`src/rtl/spi_frame_master.sv`:
```
// spi_frame_master: run/stop tick counter whose snapshots are shipped out as SPI frames
module spi_frame_master #(
   parameter int CNT_W    = 14,
   parameter int NBYTES   = (CNT_W + 7) / 8,
   parameter int TICK_DIV = 100_000,
   parameter int SCLK_DIV = 4,
   parameter int CPOL     = 0,
   parameter int CPHA     = 0,
   parameter int GAP_CYC  = 2
) (
   input  logic                clk,
   input  logic                reset,
   input  logic                i_runstop,
   input  logic                i_clear,
   output logic                sclk,
   output logic                mosi,
   input  logic                miso,
   output logic                ss,
   output logic [CNT_W-1:0]    o_counter,
   output logic [2:0]          o_state,
   output logic [8*NBYTES-1:0] o_rx_data,
   output logic                o_rx_valid,
   output logic                o_busy,
   output logic                o_drop
);
   localparam int   W        = 8 * NBYTES;
   localparam int   DW       = $clog2(TICK_DIV);
   localparam int   HW       = SCLK_DIV > 1 ? $clog2(SCLK_DIV) : 1;
   localparam int   GW       = GAP_CYC > 1 ? $clog2(GAP_CYC) : 1;
   localparam int   BW       = NBYTES > 1 ? $clog2(NBYTES) : 1;
   localparam logic IDLE_LVL = 1'(CPOL);

   typedef enum logic [2:0] {
      IDLE  = 3'd0,
      LOAD  = 3'd1,
      SHIFT = 3'd2,
      GAP   = 3'd3,
      DONE  = 3'd4
   } state_t;

   state_t         state, state_nxt;
   logic           run;
   logic [DW-1:0]  div;
   logic [CNT_W-1:0] cnt, cnt_inc;
   logic           tick, cap;
   logic           pend_v;
   logic [W-1:0]   pend;
   logic [W-1:0]   tx_sh, rx_sh, rx_next;
   logic [HW-1:0]  hcnt;
   logic           half;
   logic [2:0]     bit_cnt;
   logic [BW-1:0]  byte_cnt;
   logic [GW-1:0]  gap_cnt;
   logic           mosi_r, drop_r;
   logic           half_end, bit_end, byte_end, last_byte, gap_end, shift_now, samp_now;

   assign cnt_inc   = cnt + 1'b1;
   assign tick      = run && div == DW'(TICK_DIV - 1);
   assign cap       = tick && !i_clear;
   assign half_end  = hcnt == HW'(SCLK_DIV - 1);
   assign bit_end   = state == SHIFT && half && half_end;
   assign byte_end  = bit_end && bit_cnt == 3'd7;
   assign last_byte = byte_cnt == BW'(NBYTES - 1);
   assign gap_end   = gap_cnt == GW'(GAP_CYC - 1);
   assign shift_now = CPHA != 0 ? (state == SHIFT && !half && hcnt == '0) : bit_end;
   assign samp_now  = state == SHIFT && hcnt == '0 && half == (CPHA != 0);
   assign rx_next   = samp_now ? {rx_sh[W-2:0], miso} : rx_sh;

   assign sclk       = (state == SHIFT && !half) ^ IDLE_LVL;
   assign ss         = !(state == LOAD || state == SHIFT || state == GAP);
   assign mosi       = mosi_r;
   assign o_counter  = cnt;
   assign o_state    = state;
   assign o_rx_valid = state == DONE;
   assign o_busy     = state != IDLE;
   assign o_drop     = drop_r;

   // run flag, tick divider and counter; a clear overrides a coincident tick
   always_ff @(posedge clk or posedge reset)
      if (reset) begin
         run <= 1'b0;
         div <= '0;
         cnt <= '0;
      end else begin
         run <= run ^ i_runstop;
         if (i_clear) begin
            div <= '0;
            cnt <= '0;
         end else if (run) begin
            div <= tick ? '0 : div + 1'b1;
            cnt <= tick ? cnt_inc : cnt;
         end
      end

   // one-deep snapshot slot; a capture while still holding an unconsumed value is a drop
   always_ff @(posedge clk or posedge reset)
      if (reset) begin
         pend_v <= 1'b0;
         pend   <= '0;
         drop_r <= 1'b0;
      end else begin
         drop_r <= cap && pend_v && state != LOAD;
         if (cap) begin
            pend_v <= 1'b1;
            pend   <= W'(cnt_inc);
         end else if (state == LOAD)
            pend_v <= 1'b0;
      end

   // frame state register
   always_ff @(posedge clk or posedge reset)
      if (reset) state <= IDLE;
      else       state <= state_nxt;

   // frame sequencing: load, shift bytes with optional gaps, then report
   always_comb begin
      state_nxt = state;
      case (state)
         IDLE:    state_nxt = pend_v ? LOAD : IDLE;
         LOAD:    state_nxt = SHIFT;
         SHIFT:   if (byte_end) state_nxt = last_byte ? DONE : (GAP_CYC > 0 ? GAP : SHIFT);
         GAP:     state_nxt = gap_end ? SHIFT : GAP;
         DONE:    state_nxt = IDLE;
         default: state_nxt = IDLE;
      endcase
   end

   // SCLK phase timing, bit/byte/gap counting and the transmit/receive shifters
   always_ff @(posedge clk or posedge reset)
      if (reset) begin
         hcnt      <= '0;
         half      <= 1'b0;
         bit_cnt   <= '0;
         byte_cnt  <= '0;
         gap_cnt   <= '0;
         tx_sh     <= '0;
         rx_sh     <= '0;
         mosi_r    <= 1'b0;
         o_rx_data <= '0;
      end else begin
         hcnt    <= (state != SHIFT || half_end) ? '0 : hcnt + 1'b1;
         half    <= state == SHIFT && (half ^ half_end);
         gap_cnt <= state == GAP ? gap_cnt + 1'b1 : '0;
         rx_sh   <= rx_next;
         if (state == LOAD) begin
            bit_cnt  <= '0;
            byte_cnt <= '0;
            tx_sh    <= CPHA != 0 ? pend : {pend[W-2:0], 1'b0};
            if (CPHA == 0) mosi_r <= pend[W-1];
         end
         if (bit_end) begin
            bit_cnt <= bit_cnt + 1'b1;
            if (bit_cnt == 3'd7) byte_cnt <= byte_cnt + 1'b1;
         end
         if (shift_now) begin
            mosi_r <= tx_sh[W-1];
            tx_sh  <= {tx_sh[W-2:0], 1'b0};
         end
         if (state == DONE) mosi_r <= 1'b0;
         if (byte_end && last_byte) o_rx_data <= rx_next;
      end
endmodule

```
`config.mk`:
```
export PLATFORM = sky130hd
export DESIGN_NAME = spi_frame_master
export DESIGN_NICKNAME = d
export VERILOG_FILES = /design/src/rtl/spi_frame_master.sv
export SDC_FILE = /design/constraint.sdc
export NUM_CORES = 1
export LEC_CHECK = 0
export ABC_AREA = 0
export CELL_PAD_IN_SITES_DETAIL_PLACEMENT = 0
export CELL_PAD_IN_SITES_GLOBAL_PLACEMENT = 1
export CORE_UTILIZATION = 35
export CTS_CLUSTER_DIAMETER = 30
export CTS_CLUSTER_SIZE = 25
export DETAILED_ROUTE_END_ITERATION = 6
export PLACE_DENSITY = 0.64
export SLEW_MARGIN = 0
export SYNTH_ARGS = -nofsm -noshare
export SYNTH_HDL_FRONTEND = slang
export SYNTH_SLANG_ARGS = --single-unit
```
`constraint.sdc`:
```
create_clock -name clk -period 8.03 [get_ports clk]
set_input_delay 1.606 -clock clk [delete_from_list [all_inputs] [get_ports clk]]
set_output_delay 1.606 -clock clk [all_outputs]
set_load 0.01 [all_outputs]
```
==> impl_metrics.ini <==
[status]
status = finished clean

[worst_setup_path]
critPathBufInv = 1
critPathSlowestCell = clkdlybuf4s50_1
critPathMaxStageDelay_ns = 0.56
critical_path.startpoint_type = flip-flop
crit_arrival_ns = 2.11
crit_family = simple AND/OR/NAND/NOR gates
crit_chain = or3b_2 > nor2_1 > clkdlybuf4s50_1
worstPathMaxFanout = 10
crit_required_ns = 6.42
critPathKind = flip-flop to output pin
critPathCaptureType = output pin

[global_route]
grt_usage = 0.145
grt_use_met1 = 0.197
use_met2 = 0.224
grt_max_degree = 58
grt_use_met3 = 0.0383
grt_pass1_vias = 3263
globalRoute.busiestLayer = met2
grt_pass1_wl_mm = 16.2
grt_antenna_before_repair = 0
grt_overflow = 0

[pwr]
powerDensity_nw_per_um2 = 193
peakVddDrop_uv = 163
power.total_mw = 1.08
power.leakage_nw = 2.50

[placement]
dp_slack_ns = 4.13
dpl_cell_area_sq_um = 5280
dp_hpwl_mm = 6.06
port_buffers = 43
dp.cells = 631
finalWeightedCongestion = 0.784

[cells_and_area]
drive_above_1_share = 0.122
area_delta_synth_final_pct = 18.9
fillCellCount = 1269
layoutNonFillerInstCount = 647
nets = 481
stdcell_area_sq_um = 5600
insertedDiodeCount = 0

[cts]
cts_hold_buf = 0
clk_latency_ns = 0.34
cts_tree = done
htree_levels = 3
numCtsBuffers = 9
clock_path_buffers = 2
post_cts_resized = 0
cts.reportedPaths.clkPinSlew_ns = 0.07
cts_root_buffer = clkbuf_16
cts_setup_buffers = 0
cts.sinks = 107

[floorplanning]
core_sq_um = 12900
die_w_um = 118
rows = 41
die_area_sq_um = 13900
ioPinCount = 44
die_y_um = 118
start_util = 0.365

[yosys]
synthAdderAreaFrac = 0.0160
ys_seq_area_frac = 0.569
syn_avg_cell_area_sq_um = 10.8
synth-xor-area-share = 0.0670
synth_cells = 434
muxShareOfSynthArea = 0.0856
ys_types = 40
synth_compound_area_frac = 0.0638
syn-cell-area_sq_um = 4710
synth_nets = 445
yosys.area_share.simple = 0.174
synth_top_family_by_area = simple AND/OR/NAND/NOR gates
ys_ff_latch = 107
yosysWarnings = 0

[sta]
slew_headroom = 0.313
hold_viol_final = 0
max_freq_ghz = 0.269
setup_tns_ns = 0
tightestPinTransition_ns = 1.03
fin_crit_ns = 3.72
setup_ws_ns = 4.31
fin_skew_ns = 0.00744
setup_viol_count_final = 0
post-route-period-util = 0.463
rsz0062_at_grt = no
finalMaxSlewViolations = 0

[drt]
drc_errors = 0
num_vias = 3155
drtPass1Iterations = 4
drt_iter0_markers = 144
vias_per_cell = 4.88
ant_nets = 0
wire_per_inst_um = 13.9
totalWireLength_mm = 9.00

[worst_hold_path]
min_path_type = flip-flop to flip-flop

[run]
drv_cap = 0
-- stage by stage --
stage / utilization / hold WS (ns)
2_1_floorplan: - / 0.435
3_3_place_gp: 0.410 / 0.450
3_5_place_dp: 0.410 / 0.459
4_1_cts: 0.435 / 0.473
5_1_grt: 0.435 / 0.500
6_report: 0.435 / 0.478
-- power by group --
part,switching (mW),internal [mW]
sequential,0.0155,0.553
clock,0.190,0.282
combinational,0.0237,0.0151
total,0.229,0.850
-- layout make-up --
| class | instances | area (sq um) | share of cell area |
|---|---|---|---|
| Inverter | 8 | 32.5 | 0.00581 |
| Timing Repair Buffer | 44 | 438 | 0.0782 |
| Clock buffer | 12 | 246 | 0.0440 |
| Clock inverter | 4 | 73.8 | 0.0132 |
| Multi-Input combinational cell | 300 | 1910 | 0.342 |
| Sequential cell | 107 | 2680 | 0.478 |
| Tap cell | 172 | 215 | 0.0385 |
-- state kept, by name (all words and copies together), names as in the netlist --
register and count:
rx_sh 16, div 17, bit_cnt 3, byte_cnt 1, pend_v 1, o_counter 14
gap_cnt 1, o_drop 1, tx_sh 15, half 1, hcnt 2, pend 14
run 1, o_rx_data 16, o_state 3, mosi 1
-- cell families after synthesis --
group,Yosys count
compound gates,51
flops,107
mux,36
xor+xnor,36
fa+ha+maj,6
buf+inv,27
simple gates,171
-- cell usage in the layout, fill, tap and decap left out, types with 2 or more instances in the layout --
cell type          n
nor2_1            35
o2111ai_1          2
inv_1              6
nand2b_1           4
or3_1              9
xnor2_1           18
ha_1               6
nand3_1           12
or2_2              4
and2_1             3
nor3b_1            3
clkdlybuf4s50_1   43
and4_1             2
clkbuf_1           2
mux2i_1            2
nor4_1             2
bufinv_16          2
and3_1             5
nand4_1            6
o21ai_0           21
a21oi_1           11
mux2_2            33
a22oi_1           13
nand3b_1           2
clkbuf_16          9
nor3_1            11
dfrtp_1          107
or4_1              3
nand2_1           65
xor2_1            18
o21ai_1            2
-- synthesized netlist by cell type --
master | instances | area [sq um]
a21oi_1 | 11 | 55.1
a22oi_1 | 13 | 97.6
and2_1 | 3 | 18.8
and3_1 | 5 | 31.3
and4_1 | 2 | 17.5
buf_1 | 1 | 3.75
buf_2 | 5 | 25.0
buf_4 | 2 | 15.0
clkbuf_1 | 11 | 41.3
dfrtp_1 | 107 | 2680
ha_1 | 6 | 75.1
inv_1 | 7 | 26.3
inv_2 | 1 | 3.75
mux2_1 | 1 | 11.3
mux2_2 | 33 | 372
mux2i_1 | 2 | 20.0
nand2_1 | 65 | 244
nand2_2 | 1 | 6.26
nand2b_1 | 4 | 25.0
nand3_1 | 12 | 60.1
nand3b_1 | 2 | 15.0
nand4_1 | 6 | 37.5
nor2_1 | 35 | 131
nor3_1 | 11 | 55.1
nor3b_1 | 3 | 22.5
nor4_1 | 2 | 12.5
o2111ai_1 | 2 | 17.5
o21ai_0 | 21 | 105
o21ai_1 | 2 | 10.0
o22ai_1 | 1 | 6.26
o311ai_1 | 1 | 8.76
or2_2 | 4 | 25.0
or2_4 | 1 | 8.76
or3_1 | 9 | 56.3
or3b_2 | 1 | 8.76
or4_1 | 3 | 22.5
or4_4 | 1 | 11.3
or4b_1 | 1 | 10.0
xnor2_1 | 18 | 158
xor2_1 | 18 | 158
-- worst reg2reg max path: cells and delay by family (launching register included) --
kind             cells  cell delay (ns)
DFF                  1             0.45
muxes                1             0.44
and+or+nand+nor      3             1.73
-- metal layers --
layer / vias to the layer above / part of all wire
li1: 1556 / -
met1: 1543 / 0.51
met2: 46 / 0.45
met3: 10 / 0.028
met4: 0 / 0.011
met5: - / 0
-- path summary, 6_finish.rpt --
| path | cells past startpoint | endpoint | startpoint | slack (ns) |
|---|---|---|---|---|
| min in group asynchronous | 2 | o_state[1] | reset | 1.71 |
| worst max-delay path | 3 | sclk | o_state[1] | 4.31 |
| worst min register to register | 2 | tx_sh[11] | tx_sh[11] | 0.48 |
| worst min-delay path | 2 | tx_sh[11] | tx_sh[11] | 0.48 |
| max in group asynchronous | 3 | o_counter[1] | reset | 5.17 |
| worst max register to register | 4 | pend[1] | div[5] | 5.29 |
No activity file was read; power rests on OpenSTA's default activity.
